### config.mk
export PLATFORM = sky130hd
export DESIGN_NAME = receptor_morse
export DESIGN_NICKNAME = d
export VERILOG_FILES = /design/src/rtl/receptor_morse.sv
export SDC_FILE = /design/constraint.sdc
export NUM_CORES = 1
export LEC_CHECK = 0
export CELL_PAD_IN_SITES_DETAIL_PLACEMENT = 1
export CELL_PAD_IN_SITES_GLOBAL_PLACEMENT = 1
export CORE_MARGIN = 2
export CORE_UTILIZATION = 40
export CTS_BUF_LIST = sky130_fd_sc_hd__clkbuf_4 sky130_fd_sc_hd__clkbuf_8
export DETAILED_ROUTE_END_ITERATION = 7
export PLACE_DENSITY = 0.7
export SLEW_MARGIN = 20
export SYNTH_ARGS = -nofsm -noshare
export SYNTH_HDL_FRONTEND = slang
export SYNTH_SLANG_ARGS = --single-unit
### constraint.sdc
create_clock -name clk -period 6.15 [get_ports clk]
set_clock_uncertainty 0.05 [all_clocks]
set_input_delay 1.5375 -clock clk [delete_from_list [all_inputs] [get_ports clk]]
set_output_delay 1.5375 -clock clk [all_outputs]
set_load 0.02 [all_outputs]
### src/rtl/receptor_morse.sv
// rtl/receptor_morse.sv - Morse receiver: times key marks/spaces, decodes A-Z, 0-9 and word spaces to ASCII
module receptor_morse #(
  parameter int UNIT_CYCLES = 10_000_000
) (
  input  logic       clk,
  input  logic       rst_n,
  input  logic       key_in,
  output logic [6:0] ascii,
  output logic       valid,
  output logic       err,
  output logic       busy
);

  localparam int CNT_MAX = 8 * UNIT_CYCLES;
  localparam int CW      = $clog2(CNT_MAX + 1);
  localparam logic [CW-1:0] MAX_C  = CW'(CNT_MAX);
  localparam logic [CW-1:0] DASH_C = CW'(2 * UNIT_CYCLES);
  localparam logic [CW-1:0] CHAR_C = CW'(2 * UNIT_CYCLES - 1);
  localparam logic [CW-1:0] WORD_C = CW'(5 * UNIT_CYCLES - 1);

  typedef enum logic [1:0] {IDLE, MARK, SPACE, WORD_WAIT} state_t;

  state_t          state_q;
  logic            key_meta_q, key_s_q;
  logic [CW-1:0]   cnt_q;
  logic [4:0]      sym_q;
  logic [2:0]      n_q;
  logic            ovf_q;
  logic [6:0]      ascii_q;
  logic            valid_q, err_q, busy_q;

  logic [CW-1:0]   cnt_inc_d;
  logic            dash_d;
  logic [4:0]      sym_app_d;
  logic [7:0]      dec_d;

  // Returns {err, ascii}; sym bit i is element i (first element at bit 0), 1 = dash.
  function automatic logic [7:0] decode(input logic [2:0] n, input logic [4:0] s);
    case ({n, s})
      {3'd1, 5'b00000}: decode = {1'b0, 7'h45}; // E
      {3'd1, 5'b00001}: decode = {1'b0, 7'h54}; // T
      {3'd2, 5'b00000}: decode = {1'b0, 7'h49}; // I
      {3'd2, 5'b00010}: decode = {1'b0, 7'h41}; // A
      {3'd2, 5'b00001}: decode = {1'b0, 7'h4E}; // N
      {3'd2, 5'b00011}: decode = {1'b0, 7'h4D}; // M
      {3'd3, 5'b00000}: decode = {1'b0, 7'h53}; // S
      {3'd3, 5'b00100}: decode = {1'b0, 7'h55}; // U
      {3'd3, 5'b00010}: decode = {1'b0, 7'h52}; // R
      {3'd3, 5'b00110}: decode = {1'b0, 7'h57}; // W
      {3'd3, 5'b00001}: decode = {1'b0, 7'h44}; // D
      {3'd3, 5'b00101}: decode = {1'b0, 7'h4B}; // K
      {3'd3, 5'b00011}: decode = {1'b0, 7'h47}; // G
      {3'd3, 5'b00111}: decode = {1'b0, 7'h4F}; // O
      {3'd4, 5'b00000}: decode = {1'b0, 7'h48}; // H
      {3'd4, 5'b01000}: decode = {1'b0, 7'h56}; // V
      {3'd4, 5'b00100}: decode = {1'b0, 7'h46}; // F
      {3'd4, 5'b00010}: decode = {1'b0, 7'h4C}; // L
      {3'd4, 5'b00110}: decode = {1'b0, 7'h50}; // P
      {3'd4, 5'b01110}: decode = {1'b0, 7'h4A}; // J
      {3'd4, 5'b00001}: decode = {1'b0, 7'h42}; // B
      {3'd4, 5'b01001}: decode = {1'b0, 7'h58}; // X
      {3'd4, 5'b00101}: decode = {1'b0, 7'h43}; // C
      {3'd4, 5'b01101}: decode = {1'b0, 7'h59}; // Y
      {3'd4, 5'b00011}: decode = {1'b0, 7'h5A}; // Z
      {3'd4, 5'b01011}: decode = {1'b0, 7'h51}; // Q
      {3'd5, 5'b11110}: decode = {1'b0, 7'h31};
      {3'd5, 5'b11100}: decode = {1'b0, 7'h32};
      {3'd5, 5'b11000}: decode = {1'b0, 7'h33};
      {3'd5, 5'b10000}: decode = {1'b0, 7'h34};
      {3'd5, 5'b00000}: decode = {1'b0, 7'h35};
      {3'd5, 5'b00001}: decode = {1'b0, 7'h36};
      {3'd5, 5'b00011}: decode = {1'b0, 7'h37};
      {3'd5, 5'b00111}: decode = {1'b0, 7'h38};
      {3'd5, 5'b01111}: decode = {1'b0, 7'h39};
      {3'd5, 5'b11111}: decode = {1'b0, 7'h30};
      default:          decode = {1'b1, 7'h00};
    endcase
  endfunction

  assign cnt_inc_d = (cnt_q == MAX_C) ? cnt_q : cnt_q + 1'b1;
  assign dash_d    = (cnt_q >= DASH_C);
  assign sym_app_d = sym_q | (5'(dash_d) << n_q);
  assign dec_d     = ovf_q ? {1'b1, 7'h00} : decode(n_q, sym_q);

  always_ff @(posedge clk or negedge rst_n) begin
    if (!rst_n) begin
      state_q    <= IDLE;
      key_meta_q <= 1'b0;
      key_s_q    <= 1'b0;
      cnt_q      <= '0;
      sym_q      <= '0;
      n_q        <= '0;
      ovf_q      <= 1'b0;
      ascii_q    <= 7'h00;
      valid_q    <= 1'b0;
      err_q      <= 1'b0;
      busy_q     <= 1'b0;
    end else begin
      key_meta_q <= key_in;
      key_s_q    <= key_meta_q;
      valid_q    <= 1'b0;
      err_q      <= 1'b0;
      case (state_q)
        IDLE: begin
          if (key_s_q) begin
            state_q <= MARK;
            cnt_q   <= CW'(1);
            busy_q  <= 1'b1;
          end
        end
        MARK: begin
          if (key_s_q) begin
            cnt_q <= cnt_inc_d;
          end else begin
            if (n_q == 3'd5) begin
              ovf_q <= 1'b1;
            end else begin
              sym_q <= sym_app_d;
              n_q   <= n_q + 3'd1;
            end
            state_q <= SPACE;
            cnt_q   <= CW'(1);
          end
        end
        SPACE: begin
          // A rising key on the threshold cycle wins over the emission.
          if (key_s_q) begin
            state_q <= MARK;
            cnt_q   <= CW'(1);
          end else if (cnt_q == CHAR_C) begin
            valid_q <= 1'b1;
            err_q   <= dec_d[7];
            ascii_q <= dec_d[6:0];
            sym_q   <= '0;
            n_q     <= '0;
            ovf_q   <= 1'b0;
            state_q <= WORD_WAIT;
            cnt_q   <= cnt_inc_d;
          end else begin
            cnt_q <= cnt_inc_d;
          end
        end
        WORD_WAIT: begin
          if (key_s_q) begin
            state_q <= MARK;
            cnt_q   <= CW'(1);
          end else if (cnt_q == WORD_C) begin
            valid_q <= 1'b1;
            ascii_q <= 7'h20;
            state_q <= IDLE;
            busy_q  <= 1'b0;
            cnt_q   <= '0;
          end else begin
            cnt_q <= cnt_inc_d;
          end
        end
        default: begin
          state_q <= IDLE;
          busy_q  <= 1'b0;
          cnt_q   <= '0;
        end
      endcase
    end
  end

  assign ascii = ascii_q;
  assign valid = valid_q;
  assign err   = err_q;
  assign busy  = busy_q;

endmodule

==> results of run 1 <==
[kinds of logic after synthesis]
| kind of cell | count (synthesis) | synth area share [%] |
|---|---|---|
| compound gates | 121 | 23.0 |
| flops | 50 | 36.2 |
| mux | 2 | 0.615 |
| buf+inv | 51 | 5.72 |
| xor+xnor | 7 | 1.77 |
| fa+ha+maj | 4 | 1.45 |
| simple gates | 200 | 31.2 |
[per-stage QoR]
| step | util [%] | hold WS, ps | total power, mW | instances |
|---|---|---|---|---|
| floorplan | - | 281 | 0.602 | 435 |
| global placement | 43.5 | 285 | 0.689 | 523 |
| detailed placement | 43.5 | 301 | 0.694 | 523 |
| CTS | 44.9 | 323 | 0.944 | 531 |
| global route | 44.9 | 352 | 0.993 | 531 |
| finish | 44.9 | 318 | 0.933 | 531 |
[cells in the final DEF (no fill, tap or decap), types with 7 or more instances in the layout]
| cell | instances |
|---|---|
| dfrtp_1 | 50 |
| nand2_1 | 44 |
| nor2_1 | 32 |
| o21ai_0 | 32 |
| a21oi_1 | 25 |
| nand3_1 | 23 |
| inv_1 | 17 |
| nor3_1 | 17 |
| clkdlybuf4s50_1 | 11 |
| nand4_1 | 10 |
| nor2b_1 | 10 |
| or3_1 | 10 |
| nor4_1 | 7 |
[state kept, by name, indices dropped and copies added (netlist names)]
| name | cells |
|---|---|
| n_q | 3 |
| key_s_q | 1 |
| cnt_q | 27 |
| key_meta_q | 1 |
| state_q | 2 |
| busy | 1 |
| ascii | 7 |
| valid | 1 |
| sym_q | 5 |
| err | 1 |
| ovf_q | 1 |
[Yosys cell counts, drive strengths merged, types with 3 or more instances]
master / instances / area, um2
or3: 10 / 62.6
a22oi: 3 / 22.5
nand4: 10 / 62.6
o31ai: 7 / 57.6
nor3b: 4 / 30.0
nor4: 8 / 56.3
and4b: 4 / 40.0
nor3: 19 / 95.1
a21oi: 25 / 125
inv: 18 / 67.6
clkbuf: 27 / 101
or4: 4 / 30.0
o21ai: 36 / 180
a31oi: 5 / 31.3
nor2b: 10 / 62.6
a21o: 3 / 22.5
and3: 5 / 31.3
a32oi: 4 / 35.0
buf: 6 / 28.8
and4: 3 / 26.3
xnor2: 3 / 26.3
xor2: 4 / 35.0
nand3: 23 / 115
o31a: 3 / 26.3
dfrtp: 50 / 1250
nand2: 44 / 165
ha: 4 / 50.1
nand2b: 5 / 31.3
and2: 5 / 31.3
nand3b: 5 / 37.5
a22o: 6 / 52.6
o22ai: 3 / 18.8
o211ai: 4 / 30.0
nor2: 32 / 120
[power by group through the flow]
stage	Clock [mW]	Combinational [mW]	Sequential (mW)
floorplan	0	0.232	0.370
global placement	0	0.289	0.400
detailed placement	0	0.294	0.400
CTS	0.254	0.296	0.394
global route	0.266	0.326	0.400
finish	0.246	0.293	0.394
[cell type report]
type                       instances  area share [%]
clock buffer                       5            1.85
clock inverter                     3            1.28
inverter                          18            1.81
multi-input combinational        334            54.1
sequential                        50            33.6
tap                              105            3.52
timing repair buffer              16            3.89
[how the worst max path moves through the flow]
stage,start,end,slack (ps),cells after the start
floorplan,cnt_q[0],cnt_q[15],3830,9
global placement,cnt_q[0],cnt_q[3],3310,8
global route,cnt_q[0],cnt_q[3],2970,8
finish,cnt_q[0],cnt_q[3],3200,8
detailed placement,cnt_q[0],cnt_q[3],3210,8
CTS,cnt_q[0],cnt_q[3],3190,8
[worst max-delay path, stage by stage, from the launching register on]
cell and delay [ps]:
dfrtp_1 430, ha_1 230, and4_1 290, nand3_1 240, o31ai_2 410, and2_0 510
buf_4 320, o21ai_0 120, a22o_1 250
[per-layer routing]
layer | GRT usage, % | vias to the layer above | part of all wire, %
met2 | 37.3 | 58 | 49
met5 | 0 | - | 0
met4 | 10.2 | 0 | 3.9
met1 | 28.7 | 1661 | 45
met3 | 3.11 | 29 | 2.2
li1 | - | 1585 | -
==> flow_metrics.py, run 1 <==
metrics = {
    "timing": {
        "rsz0062_at_grt": "false",
        "finalWorstSetupSlack_ps": 3200,
        "fmax_ghz": 0.339,
        "slew_headroom_pct": 24.2,
        "tightest_slew_ps": 1120,
        "finalHoldViolations": 0,
        "tns_ps": 0,
        "final_max_slew_viol_count": 0,
        "finalCritPeriodShare_pct": 48.0,
        "setup_viol": 0,
        "period_needed_ps": 2950,
    },
    "floorplan": {
        "die_height_um": 97.0,
        "ios": 13,
        "std_cell_rows": 33,
        "initial_utilization_pct": 41.6,
        "fp.dieArea_um2": 9400,
        "design.core.area_um2": 8300,
        "chipWidth_um": 97.0,
    },
    "setup_path": {
        "worstReg2RegEnd": "cnt_q[3]",
        "cp_max_fo": 18,
        "crit_type": "register to register",
        "crit_path_start_kind": "register",
        "required_ps": 6320,
        "r2r_setup_slack_ps": 3200,
        "cp-end-kind": "register",
        "r2r_cells": 8,
        "crit_arrival_ps": 3120,
        "r2r-start": "cnt_q[0]",
    },
    "global_routing": {
        "grt_pass1_vias": 3424,
        "gr-total-overflow": 0,
        "antenna_found_initial": 0,
        "grt_pass1_wl_um": 17400,
        "grt.total_usage_pct": 22.3,
        "grt_max_degree": 51,
    },
    "clock_tree": {
        "holdBufCountCts": 0,
        "clkLatencyLatePin_ps": 320,
        "cts_tree": "yes",
        "cts_buffers": 5,
        "cts.reportedPaths.clkPinSlew_ps": 110,
        "cts_setup_buffers": 0,
        "cts_root_buf": "clkbuf_8",
        "clock-sinks": 50,
        "clk_path_buf_depth": 2,
        "h-tree-depth": 2,
        "cts_resized": 0,
    },
    "pwr": {
        "internal_power_mw": 0.588,
        "seqPwrFrac_pct": 42.3,
        "comb_power_share_pct": 31.4,
        "ir_drop_mv": 0.0902,
        "switching_share_pct": 37.0,
        "clkPwrFrac_pct": 26.3,
        "power_switching_mw": 0.345,
        "p_leak_nw": 1.46,
        "power.density_nw_per_um2": 250,
    },
    "final_layout": {
        "area_delta_synth_final_pct": 7.89,
        "diodes": 0,
        "multi_input_area_um2": 2020,
        "drive_gt1_share_pct": 5.16,
        "n_fill_cell": 1025,
        "final_nets": 432,
        "stdcell_area_um2": 3730,
        "seq_area_um2": 1250,
    },
    "placement": {
        "post-dp-hpwl_um": 7340,
        "portBuffers": 12,
        "place_worst_setup_slack_ps": 3210,
        "gp_congestion": 0.850,
        "placed_cell_area_um2": 3610,
    },
    "min_path": {
        "hold_path_depth": 0,
        "hold_start": "key_meta_q",
        "whs_endpoint": "key_s_q",
        "hp-class": "register to register",
    },
    "yosys": {
        "ys_types": 64,
        "ys.flop_type": "dfrtp_1",
        "synth_nets": 442,
        "syn-cell-area_um2": 3460,
        "syn_area_per_cell_um2": 7.94,
        "async_reset_ff_share_pct": 100,
        "ys_seq_area_share_pct": 36.2,
        "ys_ff_latch": 50,
        "synth_edf_count": 0,
        "postSynthCellCount": 435,
        "ys_warn_count": 0,
    },
    "detailed_routing": {
        "wl_per_cell_um": 19.3,
        "dr.pass1.iters": 4,
        "wl_um": 10300,
        "drcViolationCount": 0,
        "viasPerCell": 6.28,
        "ant_nets": 0,
        "drt-initial-drc-count": 146,
        "vias": 3333,
    },
    "flow_run": {
        "drv_cap": 0,
    },
    "status": {
        "outcome": "complete, no violations",
    },
}
No activity file was read; power rests on OpenSTA's default activity.
==> inputs of run 2 (changes only) <==
clock period = 3.1 ns   (was 6.15 ns; I/O delays follow)
==> flow_metrics.py, run 2 (synthesis results as in run 1) <==
metrics = {
    "placement": {
        "gp_congestion": 0.844,
        "post-dp-hpwl_um": 7360,
        "portBuffers": 12,
    },
    "timing": {
        "finalHoldViolations": 0,
        "period_needed_ps": 2630,
        "rsz0062_at_grt": "false",
        "final_max_slew_viol_count": 0,
        "tns_ps": 0,
        "finalCritPeriodShare_pct": 84.8,
        "slew_headroom_pct": 38.5,
        "tightest_slew_ps": 917,
        "fmax_ghz": 0.380,
        "setup_viol": 0,
    },
    "setup_path": {
        "critical_path.max_stage_delay_ps": 440,
        "required_ps": 3240,
        "crit_path_start_kind": "register",
        "crit_type": "register to register",
        "crit_path_cell_trace": "ha_1, and4_1, nand3_1, o31ai_2, nand2_1, a41oi_1, a21oi_1",
        "slowest_stage": "nand2_1",
        "crit_arrival_ps": 2770,
        "cp-end-kind": "register",
        "cp_max_fo": 16,
    },
    "clock_tree": {
        "cts.reportedPaths.clkPinSlew_ps": 100,
        "clock-sinks": 50,
        "h-tree-depth": 2,
        "cts_buffers": 5,
        "cts_root_buf": "clkbuf_8",
        "clk_path_buf_depth": 2,
        "cts_setup_buffers": 0,
        "cts_resized": 0,
        "holdBufCountCts": 0,
        "clkLatencyLatePin_ps": 310,
        "cts_tree": "yes",
    },
    "final_layout": {
        "diodes": 0,
        "largest_reg_flops": 27,
        "final_common_cell": "dfrtp_1",
        "n_fill_cell": 1030,
        "regMostFlops": "cnt_q",
        "final_cell_mix": "dfrtp_1 (50), nand2_1 (44), nor2_1 (32), o21ai_0 (32), a21oi_1 (25)",
        "seq_area_um2": 1250,
        "area_delta_synth_final_pct": 9.78,
        "multi_input_area_um2": 2010,
        "drive_gt1_share_pct": 6.68,
        "final_nets": 440,
    },
    "global_routing": {
        "met1_usage_pct": 29.1,
        "grt_max_degree": 50,
        "grt_pass1_wl_um": 17400,
        "grt_pass1_vias": 3436,
        "use_met3_pct": 3.25,
        "grt.total_usage_pct": 22.4,
        "top_usage_layer": "met2",
        "gr-total-overflow": 0,
        "antenna_found_initial": 0,
        "met2_usage_pct": 36.6,
    },
    "pwr": {
        "comb_power_share_pct": 35.0,
        "switching_share_pct": 35.9,
        "power_switching_mw": 0.682,
        "power.density_nw_per_um2": 500,
        "ir_drop_mv": 0.319,
        "internal_power_mw": 1.22,
        "power_mw": 1.90,
        "clkPwrFrac_pct": 25.7,
        "p_leak_nw": 1.50,
        "seqPwrFrac_pct": 39.2,
    },
    "detailed_routing": {
        "ant_nets": 0,
        "viasPerCell": 6.30,
        "vias": 3395,
        "wl_per_cell_um": 19.0,
        "drt-initial-drc-count": 139,
        "wl_um": 10200,
        "dr.pass1.iters": 4,
        "drcViolationCount": 0,
    },
    "floorplan": {
        "die_height_um": 97.0,
        "fp.dieArea_um2": 9400,
        "design.core.area_um2": 8300,
        "initial_utilization_pct": 41.6,
        "ios": 13,
        "std_cell_rows": 33,
        "chipWidth_um": 97.0,
    },
    "min_path": {
        "hp-class": "input port to asynchronous set/reset pin",
    },
    "flow_run": {
        "drv_cap": 0,
    },
    "status": {
        "outcome": "complete, no violations",
    },
}
[run 2: path summary, 6_finish.rpt]
kind / cells past startpoint / from / endpoint / slack [ps]
setup / recovery: 7 / cnt_q[0] / cnt_q[22] / 470
hold / removal: 1 / rst_n / ascii[3] / 210
setup reg to reg: 7 / cnt_q[0] / cnt_q[22] / 470
hold reg to reg: 0 / key_meta_q / key_s_q / 320
max in group asynchronous: 2 / rst_n / busy / 2330
min in group clk: 0 / key_meta_q / key_s_q / 320
[run 2: power groups by stage]
stage / combinational (mW) / clock (mW) / sequential [mW]
finish: 0.665 / 0.488 / 0.745
global route: 0.743 / 0.519 / 0.752
CTS: 0.666 / 0.499 / 0.745
detailed placement: 0.662 / 0 / 0.757
global placement: 0.652 / 0 / 0.754
floorplan: 0.460 / 0 / 0.735
[run 2: final cells by class]
type	instances	share of cell area (%)
Multi-Input combinational cell	334	53.0
Tap cell	105	3.46
Clock buffer	7	2.21
Sequential cell	50	33.0
Inverter	18	1.78
Clock inverter	1	0.792
Timing Repair Buffer	24	5.74
[run 2: critical path, delay by kind of cell (launching register included)]
family,cells,cell delay [ps]
AO/OA/AOI/OAI,3,820
adder cells (fa/ha/maj),1,250
flip-flops,1,430
AND/OR/NAND/NOR,3,950
[run 2: per-layer routing]
metal / vias up / routed length, um / part of all wire [%]
met5: - / 0 / 0
met4: 0 / 346 / 3.4
met3: 25 / 388 / 3.8
met2: 72 / 4940 / 48
met1: 1700 / 4550 / 44
li1: 1598 / - / -
[run 2: per-stage QoR]
step / cells / hold WS, ps / area, um2 / utilization, % / setup WS, ps
2_1_floorplan: 435 / 281 / 3460 / - / 777
3_3_place_gp: 531 / 286 / 3680 / 44.3 / 590
3_5_place_dp: 531 / 300 / 3680 / 44.3 / 491
4_1_cts: 539 / 199 / 3790 / 45.7 / 484
5_1_grt: 539 / 196 / 3790 / 45.7 / 184
6_report: 539 / 207 / 3790 / 45.7 / 471
==> inputs of run 3 (changes only) <==
clock period = 2.6 ns   (was 3.1 ns; I/O delays follow)
==> flow_metrics.py, run 3 (synthesis results as in run 1) <==
metrics = {
    "detailed_routing": {
        "drcViolationCount": 0,
        "ant_nets": 0,
        "vias": 3464,
        "drt-initial-drc-count": 87,
        "wl_um": 10900,
        "wl_per_cell_um": 19.5,
        "dr.pass1.iters": 4,
        "viasPerCell": 6.22,
    },
    "clock_tree": {
        "clock-sinks": 50,
        "holdBufCountCts": 0,
        "clk_path_buf_depth": 2,
        "h-tree-depth": 2,
        "cts_root_buf": "clkbuf_8",
        "cts_tree": "yes",
        "cts_buffers": 5,
        "clkLatencyLatePin_ps": 320,
        "cts_setup_buffers": 0,
        "cts.reportedPaths.clkPinSlew_ps": 110,
    },
    "placement": {
        "gp_congestion": 0.842,
        "post-dp-hpwl_um": 7840,
        "place_worst_setup_slack_ps": 106,
        "portBuffers": 12,
        "placed_cell_area_um2": 3810,
    },
    "setup_path": {
        "cp_num_buf_inv": 0,
        "cp_max_fo": 9,
        "cp-end-kind": "register",
        "slowest_stage": "or3b_2",
        "crit_path_start_kind": "register",
        "crit_arrival_ps": 2690,
        "critical_path.max_stage_delay_ps": 540,
        "crit_type": "register to register",
        "cp_top_family": "simple AND/OR/NAND/NOR gates",
        "crit_path_cell_trace": "nor4_2, or3b_2, nor4_4, and2_1, o211ai_1, o21ai_1",
        "required_ps": 2790,
    },
    "final_layout": {
        "drive_gt1_share_pct": 11.5,
        "stdcell_area_um2": 3940,
        "area_delta_synth_final_pct": 13.9,
        "largest_reg_flops": 27,
        "regMostFlops": "cnt_q",
        "final_cell_mix": "dfrtp_1 (49), nand2_1 (43), nor2_1 (32), o21ai_0 (31), buf_4 (29)",
        "diodes": 0,
        "final_common_cell": "dfrtp_1",
        "final_nets": 458,
    },
    "global_routing": {
        "grt_max_degree": 31,
        "grt_pass1_wl_um": 18300,
        "antenna_found_initial": 0,
        "grt_pass1_vias": 3604,
        "gr-total-overflow": 0,
        "grt.total_usage_pct": 23.5,
    },
    "floorplan": {
        "std_cell_rows": 33,
        "design.core.area_um2": 8300,
        "fp.dieArea_um2": 9400,
        "chipWidth_um": 97.0,
        "die_height_um": 97.0,
        "ios": 13,
        "initial_utilization_pct": 41.6,
    },
    "flow_run": {
        "drv_cap": 0,
    },
    "status": {
        "outcome": "complete, no violations",
    },
    "pwr": {
        "p_leak_nw": 1.59,
        "power.density_nw_per_um2": 565,
        "power_mw": 2.23,
        "ir_drop_mv": 0.215,
    },
    "timing": {
        "tns_ps": 0,
        "slew_headroom_pct": 49.5,
        "final_max_slew_viol_count": 0,
        "period_needed_ps": 2500,
        "finalHoldViolations": 0,
        "tightest_slew_ps": 758,
        "setup_viol": 0,
        "fmax_ghz": 0.400,
        "finalCritPeriodShare_pct": 96.2,
        "finalWorstSetupSlack_ps": 99.6,
    },
    "min_path": {
        "hp-class": "register to register",
    },
}
## run 3: area by class of cell
type | instances | area, um2
multi-input combinational | 334 | 2040
sequential | 50 | 1250
tap | 105 | 131
clock buffer | 5 | 68.8
timing repair buffer | 42 | 353
inverter | 18 | 67.6
clock inverter | 3 | 28.8
fill | 1050 | 4360
## run 3: path summary, 6_finish.rpt
path	end	startpoint	slack, ps	cells after the start
max in group asynchronous	cnt_q[17]	rst_n	1480	2
min	key_s_q	key_meta_q	320	0
min reg2reg	key_s_q	key_meta_q	320	0
min in group asynchronous	sym_q[4]	rst_n	330	1
max	ascii[1]	cnt_q[8]	100	6
max reg2reg	ascii[1]	cnt_q[8]	100	6
## run 3: per-layer routing
metal / share of wire [%] / vias up / track usage, %
met5: 0 / - / 0
met3: 2.4 / 28 / 3.11
met2: 50 / 68 / 40.2
met1: 44 / 1730 / 29.5
li1: - / 1638 / -
met4: 3.9 / 0 / 10.4
## run 3: timing repair
action                                  CTS  global route
resized for setup                         0             7
endpoints found under the hold margin     0             0
endpoints found under the setup margin    0            19
## run 3: worst reg2reg max path: stages, from the launching register on
cell and delay, ps:
dfrtp_2 490, nor4_2 330, or3b_2 540, nor4_4 400
and2_1 240, o211ai_1 160, o21ai_1 220
## run 3: stage by stage
step | hold WS (ps) | std cells | util, %
2_1_floorplan | 281 | 435 | -
4_1_cts | 322 | 557 | 47.1
3_5_place_dp | 294 | 549 | 46.0
6_report | 320 | 557 | 47.4
5_1_grt | 344 | 557 | 47.4
3_3_place_gp | 286 | 549 | 46.0
## run 3: report_power, final
group          internal (mW)  switching (mW)  leakage, nW  total, mW
Sequential             0.822          0.0355        0.670      0.858
Clock                  0.200           0.306       0.0502      0.507
Combinational          0.338           0.523        0.873      0.861
Total                   1.36           0.865         1.59       2.23
